==> src/rtl/pc_sequencer.sv <==
// pc_sequencer: program-counter sequencer for a single-issue fetch stage.
//
// Holds the fetch address and chooses the next one. A redirect is taken at once
// when the pc can advance. Otherwise its target waits in a pending register until
// the next update. A decoded halt stops fetching until reset.
//
// Parameters:
//   PC_INIT      - pc value loaded on reset
// Ports:
//   CLK          - clock, rising edge
//   nRST         - asynchronous active-low reset
//   ihit         - instruction memory returned the word for pc this cycle
//   stall        - hazard hold, blocks pc update
//   halt         - halt instruction decoded
//   redirect     - control-flow change valid this cycle
//   pc_sel[2:0]  - 0 jump (J-type), 1 jump register, 2 branch, 3 next instr
//   jr_addr      - register jump target
//   jump_imm     - J-type target field
//   imm16        - branch offset in words
//   branch_base  - npc of the redirecting instruction
//   pc           - current fetch address (registered)
//   npc          - pc + 4 (combinational, wraps)
//   imem_ren     - instruction fetch request
//   halted       - sequencer stopped
//   misalign     - sticky misaligned-target flag
//
// Build option: define PC_SEQ_ALIGN_CHECK_EN to trap misaligned targets by setting
// misalign and halting. Without it, target bits [1:0] are cleared.

module pc_sequencer #(
    parameter logic [31:0] PC_INIT = 32'h0000_0000
) (
    input  logic        CLK,
    input  logic        nRST,
    input  logic        ihit,
    input  logic        stall,
    input  logic        halt,
    input  logic        redirect,
    input  logic [2:0]  pc_sel,
    input  logic [31:0] jr_addr,
    input  logic [25:0] jump_imm,
    input  logic [15:0] imm16,
    input  logic [31:0] branch_base,
    output logic [31:0] pc,
    output logic [31:0] npc,
    output logic        imem_ren,
    output logic        halted,
    output logic        misalign
);

    typedef enum logic [1:0] {
        StIdle,
        StFetch,
        StPend,
        StHalted
    } state_e;

    state_e      state_q;
    logic [31:0] pc_q;
    logic [31:0] pend_q;
    logic        imem_ren_q;
    logic        halted_q;

    logic        active;
    logic        update;
    logic        valid_redirect;
    logic        bad_target;
    logic [31:0] imm_offset;
    logic [31:0] raw_target;
    logic [31:0] target;

    assign active         = (state_q == StFetch) || (state_q == StPend);
    assign update         = active && ihit && !stall;
    // Only selections 0..2 name a target; 3 and the unused codes are no-ops.
    assign valid_redirect = redirect && (pc_sel < 3'd3);
    assign imm_offset     = {{14{imm16[15]}}, imm16, 2'b00};
    assign npc            = pc_q + 32'd4;

    always_comb begin
        raw_target = '0;
        case (pc_sel)
            3'd0:    raw_target = {branch_base[31:28], jump_imm, 2'b00};
            3'd1:    raw_target = jr_addr;
            3'd2:    raw_target = branch_base + imm_offset;
            default: raw_target = '0;
        endcase
    end

`ifdef PC_SEQ_ALIGN_CHECK_EN
    logic misalign_q;

    assign target     = raw_target;
    assign bad_target = valid_redirect && (raw_target[1:0] != 2'b00);
    assign misalign   = misalign_q;
`else
    assign target     = raw_target & 32'hFFFF_FFFC;
    assign bad_target = 1'b0;
    assign misalign   = 1'b0;
`endif

    always_ff @(posedge CLK or negedge nRST) begin
        if (!nRST) begin
            state_q    <= StIdle;
            pc_q       <= PC_INIT;
            pend_q     <= '0;
            imem_ren_q <= 1'b0;
            halted_q   <= 1'b0;
`ifdef PC_SEQ_ALIGN_CHECK_EN
            misalign_q <= 1'b0;
`endif
        end else begin
            case (state_q)
                StIdle: begin
                    state_q    <= StFetch;
                    imem_ren_q <= 1'b1;
                end
                StFetch, StPend: begin
                    // Halt wins over any same-cycle redirect or update.
                    if (halt) begin
                        state_q    <= StHalted;
                        imem_ren_q <= 1'b0;
                        halted_q   <= 1'b1;
                    end else if (bad_target) begin
                        state_q    <= StHalted;
                        imem_ren_q <= 1'b0;
                        halted_q   <= 1'b1;
`ifdef PC_SEQ_ALIGN_CHECK_EN
                        misalign_q <= 1'b1;
`endif
                    end else if (update) begin
                        if (valid_redirect) begin
                            pc_q <= target;
                        end else if (state_q == StPend) begin
                            pc_q <= pend_q;
                        end else begin
                            pc_q <= npc;
                        end
                        pend_q  <= '0;
                        state_q <= StFetch;
                    end else if (valid_redirect) begin
                        // Later redirects overwrite an older pending target.
                        pend_q  <= target;
                        state_q <= StPend;
                    end
                end
                StHalted: begin
                    state_q <= StHalted;
                end
                default: begin
                    state_q    <= StIdle;
                    imem_ren_q <= 1'b0;
                end
            endcase
        end
    end

    assign pc       = pc_q;
    assign imem_ren = imem_ren_q;
    assign halted   = halted_q;

endmodule
==> config.mk <==
export PLATFORM = sky130hd
export DESIGN_NAME = pc_sequencer
export DESIGN_NICKNAME = d
export VERILOG_FILES = /design/src/rtl/pc_sequencer.sv
export SDC_FILE = /design/constraint.sdc
export NUM_CORES = 1
export LEC_CHECK = 0
export BUFFER_PORTS_ARGS = -buffer_cell sky130_fd_sc_hd__buf_2
export CAP_MARGIN = 5
export CORE_ASPECT_RATIO = 1.4
export CORE_MARGIN = 2
export CORE_UTILIZATION = 53
export DETAILED_ROUTE_END_ITERATION = 12
export PLACE_DENSITY = 0.88
export SYNTH_ARGS = -nofsm -noshare
export SYNTH_HDL_FRONTEND = slang
export SYNTH_SLANG_ARGS = --single-unit
==> constraint.sdc <==
create_clock -name CLK -period 2.5 [get_ports CLK]
set_clock_uncertainty 0.1 [all_clocks]
set_input_delay 0.375 -clock CLK [delete_from_list [all_inputs] [get_ports CLK]]
set_output_delay 0.375 -clock CLK [all_outputs]
set_load 0.01 [all_outputs]
==> results.sh <==
export IMPL_die_y_um=131
export IMPL_dr_pass1_iters=7
export IMPL_p_sw_mw=3.31
export IMPL_place_ws_ns=-0.418
export IMPL_wl_per_cell_um=23.5
export IMPL_drv_slew=0
export IMPL_crit_path_max_fanout=6
export IMPL_clock_power_share_pct=17.5
export IMPL_status="finished, violations left"
export IMPL_setup_worst_path_start_class="flop"
export IMPL_grt_pass1_wl_um=38300
export IMPL_vias=8532
export IMPL_antenna_found_initial=1
export IMPL_coreArea_sq_mm=0.0113
export IMPL_violations="negative setup slack"
export IMPL_maxCapViolCount=0
export IMPL_start_util_pct=54.2
export IMPL_fp_row_count=46
export IMPL_final_cells=1221
export IMPL_antennaDiodeCount=0
export IMPL_stdcell_area_sq_mm=0.00904
export IMPL_cts_sinks=64
export IMPL_power_leakage_nw=4.50
export IMPL_min_period_ns=2.86
export IMPL_hold_buffers=0
export IMPL_cts_tree="built"
export IMPL_dieArea_sq_mm=0.0125
export IMPL_finalHoldViolations=0
export IMPL_reg2regPathDepth=10
export IMPL_root_buffer="clkbuf_16"
export IMPL_period_share_pct=114
export IMPL_post_route_drc_count=0
export IMPL_portBuffers=172
export IMPL_power_frac_comb_pct=56.9
export IMPL_synthSimpleGateAreaFrac_pct=20.9
export IMPL_syn_to_final_growth_pct=47.0
export IMPL_crit_start="pc[5]"
export IMPL_clk_transition_reported_paths_ns=0.05
export IMPL_synthAdderAreaFrac_pct=7.04
export IMPL_ys_ff_latch=64
export IMPL_worst_skew_pair_late_latency_ns=0.34
export IMPL_placed_cells=1171
export IMPL_relSlewSlack_pct=45.4
export IMPL_ys_types=79
export IMPL_intPower_mw=4.04
export IMPL_power_frac_seq_pct=25.6
export IMPL_grtUsageTotal_pct=38.8
export IMPL_overflow=0
export IMPL_path_common_cell="buf_4"
export IMPL_avgSynthCellArea_sq_um=8.05
export IMPL_cpMaxStageDelayCell="dfrtp_1"
export IMPL_synth_xor_area_share_pct=6.13
export IMPL_hold_class="input port to async pin"
export IMPL_die_x_um=95.0
export IMPL_grt_max_degree=32
export IMPL_numCtsBuffers=9
export IMPL_dp_hpwl_um=16900
export IMPL_cp_cell_sequence="nand4_4 -> buf_4 -> nor4_4 -> buf_4 -> nand4_1 -> xnor2_1 -> buf_2"
export IMPL_syn_cell_area_sq_mm=0.00615
export IMPL_synth_compound_area_share_pct=26.7
export IMPL_drt_iter0_drc=1246
export IMPL_ant_nets=0
export IMPL_required_ns=2.03
export IMPL_synth_top_flop_cell="dfrtp_1"
export IMPL_swShare_pct=45.0
export IMPL_setup_violations=36
export IMPL_yosysSeqAreaShare_pct=26.0
export IMPL_synthArstFlopShare_pct=100
export IMPL_timing_rr_end="pc[23]"
export IMPL_muxShareOfSynthArea_pct=8.40
export IMPL_synth_edf_count=0
export IMPL_cp_arrival_ns=2.39
export IMPL_grt_pass1_vias=7872
export IMPL_final_nets=1221
export IMPL_ir_drop_uv=449
export IMPL_gp_congestion=0.919
export IMPL_ys_warn_count=0
export IMPL_synth_top_family_by_area="compound AO/OA/AOI/OAI gates"
export IMPL_r2r_start="pc[5]"
export IMPL_r2r_slack_ns=-0.27
export IMPL_io_pins=182
export IMPL_worst_pin_slew_ns=0.819
export IMPL_rsz0062_at_grt="yes"
export IMPL_vias_per_cell=6.99
export IMPL_finalWorstSetupSlack_ns=-0.361
export IMPL_critPathKind="flop to output port"
export IMPL_cp_end_kind="output port"
export IMPL_drive_gt1_share_pct=40.6
export IMPL_setup_tns_ns=-4.94
export IMPL_synth_cells=764
export IMPL_critPathMaxStageDelay_ns=0.40
export IMPL_wl_um=28700
export IMPL_power_density_mw_per_mm2=813
export IMPL_place_area_sq_mm=0.00808
export IMPL_cts_max_path_buffers=2
export IMPL_cts_max_level=3
export IMPL_timing_fmax_ghz=0.350
-- cells in the mapped netlist (all sizes together), types with 10 or more instances --
master,instances,area (sq um)
nand2,73,274
buf,14,85.1
nand4,18,149
a21oi,51,259
xnor2,32,280
ha,33,413
mux2i,46,460
o21ai,58,290
o22ai,11,68.8
xor2,11,96.3
nand3,22,115
a31oi,20,125
nor3,11,55.1
a21o,11,82.6
clkbuf,34,129
inv,21,78.8
a22o,18,158
dfrtp,64,1600
nor2,81,304
nor2b,10,62.6
-- flip-flops by register name (all words and copies together), names as in the netlist --
| signal | cells |
|---|---|
| state_q | 2 |
| imem_ren | 1 |
| pend_q | 30 |
| pc | 30 |
| halted | 1 |
-- power by group through the flow --
stage,Clock (mW),Combinational [mW],Sequential (mW)
6_report,1.29,4.18,1.88
5_1_grt,1.31,4.42,1.89
4_1_cts,1.26,3.62,1.76
3_5_place_dp,0,3.43,1.75
3_3_place_gp,0,3.31,1.73
2_1_floorplan,0,1.82,1.85
-- cells in the final DEF, fill, tap and decap left out, drive strengths merged, types with 13 or more instances in the layout --
master  count
ha         33
dfrtp      64
a22o       18
nor2       81
clkbuf     13
a31oi      20
mux2i      46
xnor2      32
nand4      18
a21oi      51
nand3      22
o21ai      58
buf       341
inv        21
nand2      73
-- cell type report --
class | instances | area, sq um
inverter | 21 | 81.3
timing repair buffer | 341 | 2200
tap | 144 | 180
fill | 683 | 2300
clock buffer | 13 | 260
multi-input combinational | 635 | 4670
sequential | 64 | 1610
clock inverter | 3 | 40.0
-- stage by stage --
stage	power [mW]	hold WS (ns)	utilization, %
3_5_place_dp	5.18	0.343	71.2
6_report	7.35	0.0298	79.7
4_1_cts	6.64	0.0289	76.3
2_1_floorplan	3.67	-0.0206	-
3_3_place_gp	5.04	0.338	71.2
5_1_grt	7.62	0.0659	79.7
-- critical path, delay by kind of cell, from the launching register on --
kind          cells  cell delay [ns]
xor+xnor          1             0.29
buf+inv           3             0.64
flops             1             0.40
simple gates      3             0.71
-- per-layer routing --
layer	vias to the layer above	global-route usage, %	routed length, um	part of all wire [%]
li1	3427	-	-	-
met1	3846	43.0	8860	31
met2	903	64.4	13300	47
met3	354	10.5	3660	13
met4	2	24.0	2780	9.7
met5	-	0	45	0.16
-- timing repair --
action / CTS / global route
endpoints found under the setup margin: 24 / 40
pin swaps: 18 / 37
setup buffers: 18 / 18
resized for setup: 28 / 53
-- how the worst max path moves through the flow --
stage	to	slack [ns]	cells after the start
4_1_cts	npc[28]	-0.16	9
5_1_grt	pc[23]	-0.62	10
3_5_place_dp	pc[22]	-0.42	13
2_1_floorplan	pc[24]	-0.06	11
3_3_place_gp	pc[22]	-0.34	13
6_report	npc[23]	-0.36	7
-- logic make-up (layout without fill, tap and decap cells) --
logic type	after synthesis	count (layout)
AND/OR/NAND/NOR	257	257
AO/OA/AOI/OAI	245	245
flip-flops	64	64
other	1	5
multiplexers	51	51
adder cells (fa/ha/maj)	34	34
buffers and inverters	69	378
XOR/XNOR	43	43
(Power assumes the default switching activity.)
